File: src/rtl/seg_scan_ctrl.sv
// Multiplexed 7-segment scan controller: hex/BCD decode, leading-zero blanking, blink, PWM dimming.
// Latency: sel/seg_led are registered and show a new digit one clk after the slot strobe.
// Backpressure: none; free-running scan, inputs are sampled once per frame into shadow registers.
module seg_scan_ctrl #(
   parameter int DIGITS         = 6,
   parameter int SCAN_DIV       = 10000,
   parameter int BLINK_DIV      = 250,
   parameter bit SEL_ACTIVE_LOW = 1'b1,
   parameter bit SEG_ACTIVE_LOW = 1'b1
) (
   input  logic                clk,
   input  logic                rst_n,
   input  logic [4*DIGITS-1:0] num,
   input  logic [DIGITS-1:0]   point,
   input  logic [DIGITS-1:0]   blink,
   input  logic                hex_en,
   input  logic                lz_blank,
   input  logic [3:0]          bright,
   output logic [DIGITS-1:0]   sel,
   output logic [7:0]          seg_led,
   output logic                frame_tick
);

   localparam int PW = (SCAN_DIV > 1) ? $clog2(SCAN_DIV) : 1;
   localparam int IW = $clog2(DIGITS);
   localparam int BW = (BLINK_DIV > 1) ? $clog2(BLINK_DIV) : 1;

   // ST_WAIT keeps the display dark until the first slot after reset
   typedef enum logic {ST_WAIT, ST_SCAN} state_t;

   state_t              state_q, state_d;
   logic [PW-1:0]       pcnt_q, pcnt_d;
   logic [IW-1:0]       idx_q, idx_d;
   logic [BW-1:0]       bcnt_q, bcnt_d;
   logic                bph_q, bph_d;
   logic [3:0]          wcnt_q, wcnt_d;
   logic [4*DIGITS-1:0] num_sh_q, num_sh_d;
   logic [DIGITS-1:0]   point_sh_q, point_sh_d;
   logic [DIGITS-1:0]   blink_sh_q, blink_sh_d;
   logic                hex_sh_q, hex_sh_d;
   logic                lz_sh_q, lz_sh_d;
   logic [DIGITS-1:0]   sel_q;
   logic [7:0]          seg_q;
   logic                ft_q;

   logic                slot_tick;
   logic                snap;
   logic                wrap;
   logic                zero_run;
   logic [DIGITS-1:0]   lz_vec;
   logic [DIGITS-1:0]   onehot;
   logic [3:0]          nib;
   logic                dp_bit;
   logic                blink_bit;
   logic                blank_bit;
   logic [7:0]          seg_int;
   logic [DIGITS-1:0]   sel_int;

   // active-high gfedcba pattern for one nibble
   function automatic logic [6:0] dec7(input logic [3:0] v, input logic hex);
      logic [6:0] r;
      case (v)
         4'h0: r = 7'h3F;
         4'h1: r = 7'h06;
         4'h2: r = 7'h5B;
         4'h3: r = 7'h4F;
         4'h4: r = 7'h66;
         4'h5: r = 7'h6D;
         4'h6: r = 7'h7D;
         4'h7: r = 7'h07;
         4'h8: r = 7'h7F;
         4'h9: r = 7'h6F;
         4'hA: r = 7'h77;
         4'hB: r = 7'h7C;
         4'hC: r = 7'h39;
         4'hD: r = 7'h5E;
         4'hE: r = 7'h79;
         default: r = 7'h71;
      endcase
      if (!hex && (v > 4'h9)) r = 7'h00;
      return r;
   endfunction

   // slot prescaler and free-running PWM phase counter
   always_comb begin
      slot_tick = (pcnt_q == PW'(SCAN_DIV - 1));
      pcnt_d    = slot_tick ? '0 : pcnt_q + PW'(1);
      wcnt_d    = wcnt_q + 4'd1;
   end

   // digit sequencing; frame start (first slot or idx wrap) triggers the snapshot
   always_comb begin
      state_d = state_q;
      idx_d   = idx_q;
      snap    = 1'b0;
      wrap    = 1'b0;
      case (state_q)
         ST_WAIT: begin
            if (slot_tick) begin
               state_d = ST_SCAN;
               idx_d   = '0;
               snap    = 1'b1;
            end
         end
         ST_SCAN: begin
            if (slot_tick) begin
               if (idx_q == IW'(DIGITS - 1)) begin
                  idx_d = '0;
                  snap  = 1'b1;
                  wrap  = 1'b1;
               end else begin
                  idx_d = idx_q + IW'(1);
               end
            end
         end
         default: state_d = ST_WAIT;
      endcase
   end

   // FSM state register
   always_ff @(posedge clk or negedge rst_n) begin
      if (!rst_n) state_q <= ST_WAIT;
      else        state_q <= state_d;
   end

   // blink frame counter; only real frame wraps count, not the post-reset start
   always_comb begin
      bcnt_d = bcnt_q;
      bph_d  = bph_q;
      if (wrap) begin
         if (bcnt_q == BW'(BLINK_DIV - 1)) begin
            bcnt_d = '0;
            bph_d  = ~bph_q;
         end else begin
            bcnt_d = bcnt_q + BW'(1);
         end
      end
   end

   // frame-coherent shadow copies of the display inputs
   always_comb begin
      num_sh_d   = num_sh_q;
      point_sh_d = point_sh_q;
      blink_sh_d = blink_sh_q;
      hex_sh_d   = hex_sh_q;
      lz_sh_d    = lz_sh_q;
      if (snap) begin
         num_sh_d   = num;
         point_sh_d = point;
         blink_sh_d = blink;
         hex_sh_d   = hex_en;
         lz_sh_d    = lz_blank;
      end
   end

   // next-cycle digit image, built from next-state values so outputs track idx with one clk latency
   always_comb begin
      zero_run  = 1'b1;
      lz_vec    = '0;
      onehot    = '0;
      nib       = 4'h0;
      dp_bit    = 1'b0;
      blink_bit = 1'b0;
      blank_bit = 1'b0;
      seg_int   = 8'h00;
      sel_int   = '0;
      // a digit is a leading zero if it and every digit to its left are zero; digit 0 never is
      for (int i = DIGITS - 1; i >= 0; i--) begin
         zero_run  = zero_run & (num_sh_d[4*i +: 4] == 4'h0);
         lz_vec[i] = zero_run & (i != 0);
      end
      for (int i = 0; i < DIGITS; i++) begin
         if (IW'(i) == idx_d) begin
            nib       = num_sh_d[4*i +: 4];
            dp_bit    = point_sh_d[i];
            blink_bit = blink_sh_d[i];
            blank_bit = lz_sh_d & lz_vec[i];
            onehot[i] = 1'b1;
         end
      end
      if (state_d == ST_SCAN) begin
         if (!(blink_bit && bph_d)) seg_int = {dp_bit, blank_bit ? 7'h00 : dec7(nib, hex_sh_d)};
         if (wcnt_d <= bright)      sel_int = onehot;
      end
   end

   // counters, shadows and polarity-adjusted output registers
   always_ff @(posedge clk or negedge rst_n) begin
      if (!rst_n) begin
         pcnt_q     <= '0;
         idx_q      <= '0;
         bcnt_q     <= '0;
         bph_q      <= 1'b0;
         wcnt_q     <= 4'd0;
         num_sh_q   <= '0;
         point_sh_q <= '0;
         blink_sh_q <= '0;
         hex_sh_q   <= 1'b0;
         lz_sh_q    <= 1'b0;
         sel_q      <= {DIGITS{SEL_ACTIVE_LOW}};
         seg_q      <= {8{SEG_ACTIVE_LOW}};
         ft_q       <= 1'b0;
      end else begin
         pcnt_q     <= pcnt_d;
         idx_q      <= idx_d;
         bcnt_q     <= bcnt_d;
         bph_q      <= bph_d;
         wcnt_q     <= wcnt_d;
         num_sh_q   <= num_sh_d;
         point_sh_q <= point_sh_d;
         blink_sh_q <= blink_sh_d;
         hex_sh_q   <= hex_sh_d;
         lz_sh_q    <= lz_sh_d;
         sel_q      <= SEL_ACTIVE_LOW ? ~sel_int : sel_int;
         seg_q      <= SEG_ACTIVE_LOW ? ~seg_int : seg_int;
         ft_q       <= snap;
      end
   end

   assign sel        = sel_q;
   assign seg_led    = seg_q;
   assign frame_tick = ft_q;

endmodule
File: config.mk
export PLATFORM = sky130hd
export DESIGN_NAME = seg_scan_ctrl
export DESIGN_NICKNAME = d
export VERILOG_FILES = /design/src/rtl/seg_scan_ctrl.sv
export SDC_FILE = /design/constraint.sdc
export NUM_CORES = 1
export LEC_CHECK = 0
export CELL_PAD_IN_SITES_DETAIL_PLACEMENT = 1
export CELL_PAD_IN_SITES_GLOBAL_PLACEMENT = 2
export CORE_UTILIZATION = 35
export DETAILED_ROUTE_END_ITERATION = 10
export PLACE_DENSITY_LB_ADDON = 0.1
export SLEW_MARGIN = 20
export SYNTH_ARGS = -nofsm -noshare
export SYNTH_HDL_FRONTEND = slang
export SYNTH_SLANG_ARGS = --single-unit
export TNS_END_PERCENT = 100
File: constraint.sdc
create_clock -name clk -period 7.2 [get_ports clk]
set_input_delay 0.72 -clock clk [delete_from_list [all_inputs] [get_ports clk]]
set_output_delay 0.72 -clock clk [all_outputs]
set_load 0.1 [all_outputs]
### After elaboration in Yosys (flattened, before gate mapping)

Memory sizes are Yosys's and may differ from the RTL's.
Cells that the tools add are included.

* magnitude comparators: 2
* add/subtract/negate cells: 4
* mux-type cells: 54
* bitwise operators: 13
* reduce and logical (&&, ||, !) cells: 9
* equal/unequal tests: 8

Operators by type and width (count)
* 1-bit 2-to-1 mux: 32
* 24-bit 2-to-1 mux: 1
* 4-bit 2-to-1 mux: 6
* 6-bit 2-to-1 mux: 4
* 8-bit 2-to-1 mux: 3
* 4-bit logical NOT: 5
* 14-bit by 1-bit adder with 14-bit output (second input constant): 1
* 14-bit equality test (second input constant): 1
* 14-bit 2-to-1 mux: 1
* 7-bit 2-to-1 mux: 2
* 1-bit AND: 9
* 3-bit 2-to-1 mux: 3
* 8-bit by 1-bit adder with 8-bit output (second input constant): 1
* 8-bit equality test (second input constant): 1
* 8-bit inverter: 1
* 2-bit by 3-bit equality test with 1-bit output (first input constant): 2
* 3-bit equality test (first input constant): 2
* 6-bit inverter: 1
* 3-bit one-hot mux with 2 select lines: 1
* 4-bit by 1-bit adder with 4-bit output (second input constant): 1
* 4-bit > comparator (second input constant): 1
* 4-bit less-or-equal comparator: 1
* 3-bit by 1-bit adder with 3-bit output (second input constant): 1
* 1-bit by 3-bit equality test with 1-bit output (first input constant): 1
* 6 further kinds: 8

* memories: 1
* logic and storage cells: 105
* flip-flop bits (word level): 84
* output and inout port bits: 15
* input port bits: 44
* ROM bits: 112

Memories
* (name not given): words 16, width 7, read ports 1, clocked after Yosys merged registers in 0, write ports 0, line 62 `case (v)`

### Depth between registers and ports, before layout

* depth in word-level cells: 20
* gate-level depth with buffers: 16
* depth with buffers taken out: 14

### Worst setup path before layout

No wires, ideal clock.

* path type: register -> register
* start: register pcnt_q[6]
* end: register seg_q[2], in the netlist seg_led[2]
* path buffers: 1
* library setup time: 0.098 ns
* data arrival time: 3.499 ns
* clock period less this slack: 3.598 ns
* required time: 7.102 ns
* cell stages (with the launch flop): 14
* setup slack: 3.602 ns
* cells stage by stage: dfrtp_1 or4b_4 or4_1 buf_2 mux2_4 nor2_1 a211oi_1 a21oi_2 inv_1 ha_1 or2_2 a31oi_1 a211oi_4 o311ai_1

* cells in the longest elaborated chain, start to end: 19
* elaborated cells on any way between the ends: 61
* those cells by class: order compare (1); eq/ne (6); mux (34); bitwise (10); reduce/logical (9); memory (1)

RTL lines
* from (decl): line 32 `logic [PW-1:0] pcnt_q, pcnt_d;`
* from (signal assigned): line 204 `pcnt_q <= pcnt_d;`
* 14-bit equality test (*): line 86 `slot_tick = (pcnt_q == PW'(SCAN_DIV - 1));`
* branches (longest 16 deep; another with memory read 16 x 7 bit)
* 8-bit 2-to-1 mux (*): line 181 `if (state_d == ST_SCAN) begin`
* 8-bit inverter (*): line 215 `seg_q <= SEG_ACTIVE_LOW ? ~seg_int : seg_int;`
* to (signal assigned): line 201 `seg_q <= {8{SEG_ACTIVE_LOW}};`
* to (signal assigned): line 215
* to (decl): line 43 `logic [7:0] seg_q;`

Mark *: on every way between the ends.
A chain may end at the register's enable or synchronous reset.

### Final worst setup path

Same ends and word-level chain as after synthesis.

==> summary.md <==
| Metric | Value |
|---|---|
| DPL Wire Length | 10500 microns |
| Clock Sinks | 84 |
| Overflow after GRT | 0 |
| Filler cell count | 1542 |
| CP startpoint | pcnt_q[6] |
| Clk buf depth | 2 |
| Post-synthesis cell type count | 80 |
| First-pass GRT wire length | 23600 microns |
| Post-Synthesis Cells | 531 |
| I/O pins | 59 |
| CP endpoint kind | flip-flop |
| CTS root buffer | clkbuf_16 |
| Setup ws final | 3.00 ns |
| Dpl cell area | 0.00559 sq mm |
| Outcome | completed |
| Max-slew violations | 0 |
| Htree depth | 3 |
| Ys async rst share | 100% |
| Clock transition at path regs | 0.06 ns |
| Vias | 4246 |
| Vias in the first global route | 4441 |
| Largest net degree at the start of global routing | 51 |
| CP Capture Point | seg_led[2] |
| Synth area leader | dfrtp_1 |
| Mean Syn Cell Area | 9.16 sq um |
| Highest clock rate | 0.238 GHz |
| Core footprint | 0.0134 sq mm |
| DRT iter0 DRCs | 233 |
| Synth top area cells | dfrtp_1 36%, dfstp_2 7.6%, nand2_1 6.5%, ha_1 3.6%, nand3_1 3.3% |
| Ys Warns | 0 |
| TritonCTS Buffers | 9 |
| LEAKAGE | 2.48 nW |
| Worst skew pair latency | 0.35 ns |
| Final Setup Violations | 0 |
| CTS resizes | 0 |
| CP Launch Type | flip-flop |
| Hold Slack | 0.304 ns |
| Rows | 42 |
| Post-synthesis sequential area ratio | 43.6% |
| Global routing usage on met1 | 27.7% |
| Reg-to-reg setup timing slack | 3.00 ns |
| Crit path kind | reg -> reg |
| Nets | 637 |
| Max_cap viols | 0 |
| Crit share post-route | 58.3% |
| IO Port Bufs | 58 |
| P&R area growth vs syn | 22.1% |
| Synthesized flop and latch total | 84 |
| Final Core Density | 44.3% |
| PD cells | 181 mW/mm^2 |
| Worst EP required | 7.45 ns |
| Fraction of layout cells with a size suffix above 1 | 12.7% |
| WL/cell | 18.6 microns |
| M2 GR Usage | 35.7% |
| DRC Markers | 0 |
| Synth top area share | 36.0% |
| Die area | 0.0144 sq mm |
| DP Worst Slack | 3.00 ns |
| Clk_skew | 0.00495 ns |
| Total Neg Setup Slack | 0 ns |
| Post-synth top flop | dfrtp_1 |
| DRT antenna net count | 0 |
| Total track usage | 21.4% |
| RSZ-0062 raised after global routing | false |
| Hold_buf cts | 0 |
| Via density | 5.59 |
| Cell area after synthesis | 0.00486 sq mm |
| Worst VDD drop | 0.0000887 V |
| Worst-margin pin slew | 0.980 ns |
| CTS tree | yes |
| Post-CTS setup buffer count | 0 |
| DIE WIDTH | 120 microns |
| Max transition margin | 34.4% |
| Pre-antenna DRT Iters | 4 |
| Routed WL | 14200 microns |
| Fin crit period | 4.20 ns |
| R2R cell count | 12 |
| Net Count, Synth | 589 |
| Post-route cell area | 0.00594 sq mm |
| ANT cells | 0 |
| EDFF count, synth | 0 |
| Final hold vios | 0 |
| Die Y | 120 microns |
| Initial Util | 36.3% |
| GP Congestion | 0.836 |
| Met3 Usage GRT | 2.71% |
| R2r endpoint | seg_led[2] |
| Max Fanout on Critical Path | 14 |
| Layer with the highest usage | met2 |
| Initial antenna violation count | 0 |
| Worst min-delay path class | in -> async |
| Reg-to-reg critical path startpoint | pcnt_q[6] |
| Worst Path Arrival | 4.45 ns |
==> layout by cell type (no fill, tap or decap), drive strengths merged, types with 8 or more instances in the layout <==
| master | count |
|---|---|
| inv | 24 |
| a21oi | 17 |
| xnor2 | 9 |
| dfstp | 14 |
| nor2 | 34 |
| dfrtp | 70 |
| clkdlybuf4s50 | 57 |
| o21ai | 34 |
| nor2b | 10 |
| nand2 | 86 |
| nor4 | 9 |
| ha | 14 |
| o22ai | 9 |
| clkbuf | 12 |
| nor3 | 13 |
| nand3 | 32 |
| nand2b | 8 |
| o31ai | 8 |
| mux2 | 11 |
==> cell usage after synthesis, drive strengths merged, types with 2 or more instances <==
master / instances
a31oi: 6
nand4b: 3
a21oi: 17
nand2b: 8
xnor2: 9
a41oi: 2
nand2: 86
o32ai: 3
ha: 14
a22oi: 6
o311ai: 2
a31o: 2
xor2: 6
a211oi: 7
o22ai: 9
or2: 3
o21ai: 34
a21o: 5
or4: 4
nand3: 32
and3: 5
nor4: 9
nor2: 34
dfstp: 14
o311a: 2
dfrtp: 70
o31ai: 8
mux2i: 7
o211a: 2
buf: 12
or3: 4
a221oi: 3
o211ai: 6
clkbuf: 15
o2bb2ai: 2
nor3: 13
mux2: 11
inv: 24
nor2b: 10
nand3b: 3
nand4: 2
==> cell type report <==
cell class	instances	area, sq um	share of cell area, %
Timing Repair Buffer	64	623	10.5
Sequential cell	84	2120	35.7
Clock buffer	12	256	4.32
Clock inverter	4	95.1	1.60
Multi-Input combinational cell	395	2530	42.6
Inverter	25	95.1	1.60
Tap cell	176	220	3.71
==> per-layer routing <==
metal,part of all wire [%],vias up
li1,-,2015
met1,46,2157
met2,50,56
met3,2.2,18
met4,2.3,0
met5,0,-
==> logic make-up after synthesis <==
group                    synth area share, %
XOR/XNOR                                2.70
buffers and inverters                   4.58
multiplexers                            4.14
AND/OR/NAND/NOR                         22.6
adder cells (fa/ha/maj)                 3.60
AO/OA/AOI/OAI                           18.8
flip-flops                              43.6
==> metrics by stage <==
| step | cells | total power [W] |
|---|---|---|
| detailed placement | 744 | 0.000534 |
| global route | 760 | 0.00111 |
| floorplan | 531 | 0.000494 |
| finish | 760 | 0.00107 |
| global placement | 744 | 0.000533 |
| CTS | 760 | 0.00109 |
==> report_power, final <==
group          internal, W  switching, W  leakage (nW)
sequential        0.000476    0.00000139         0.940
combinational    0.0000260     0.0000211          1.37
clock             0.000357      0.000191         0.173
==> critical path, cell delays in order, from the launching register on <==
cell and delay [ns]:
dfrtp_1 0.43, or4b_4 0.60, or4_1 0.76, mux2_4 0.44, nor2_1 0.26, a211oi_1 0.14
a21oi_2 0.26, inv_1 0.13, ha_1 0.23, or2_2 0.30, a31oi_1 0.27, a211oi_4 0.14
o311ai_1 0.13
==> flip-flops by register name, summed over array words and instances (netlist names) <==
register	count
bcnt_q	8
blink_sh_q	6
bph_q	1
frame_tick	1
hex_sh_q	1
idx_q	3
lz_sh_q	1
num_sh_q	24
pcnt_q	14
point_sh_q	6
seg_led	8
sel	6
state_q	1
wcnt_q	4
==> worst min path at each step <==
stage | start | endpoint | slack, ns
final | rst_n | pcnt_q[5] | 0.30
after global routing | rst_n | pcnt_q[6] | 0.34
after CTS | rst_n | pcnt_q[6] | 0.33
after detailed placement | pcnt_q[0] | pcnt_q[0] | 0.46
after global placement | pcnt_q[0] | pcnt_q[0] | 0.45
after floorplan | rst_n | bcnt_q[0] | 0.42
No activity file was read; power rests on OpenSTA's default activity.
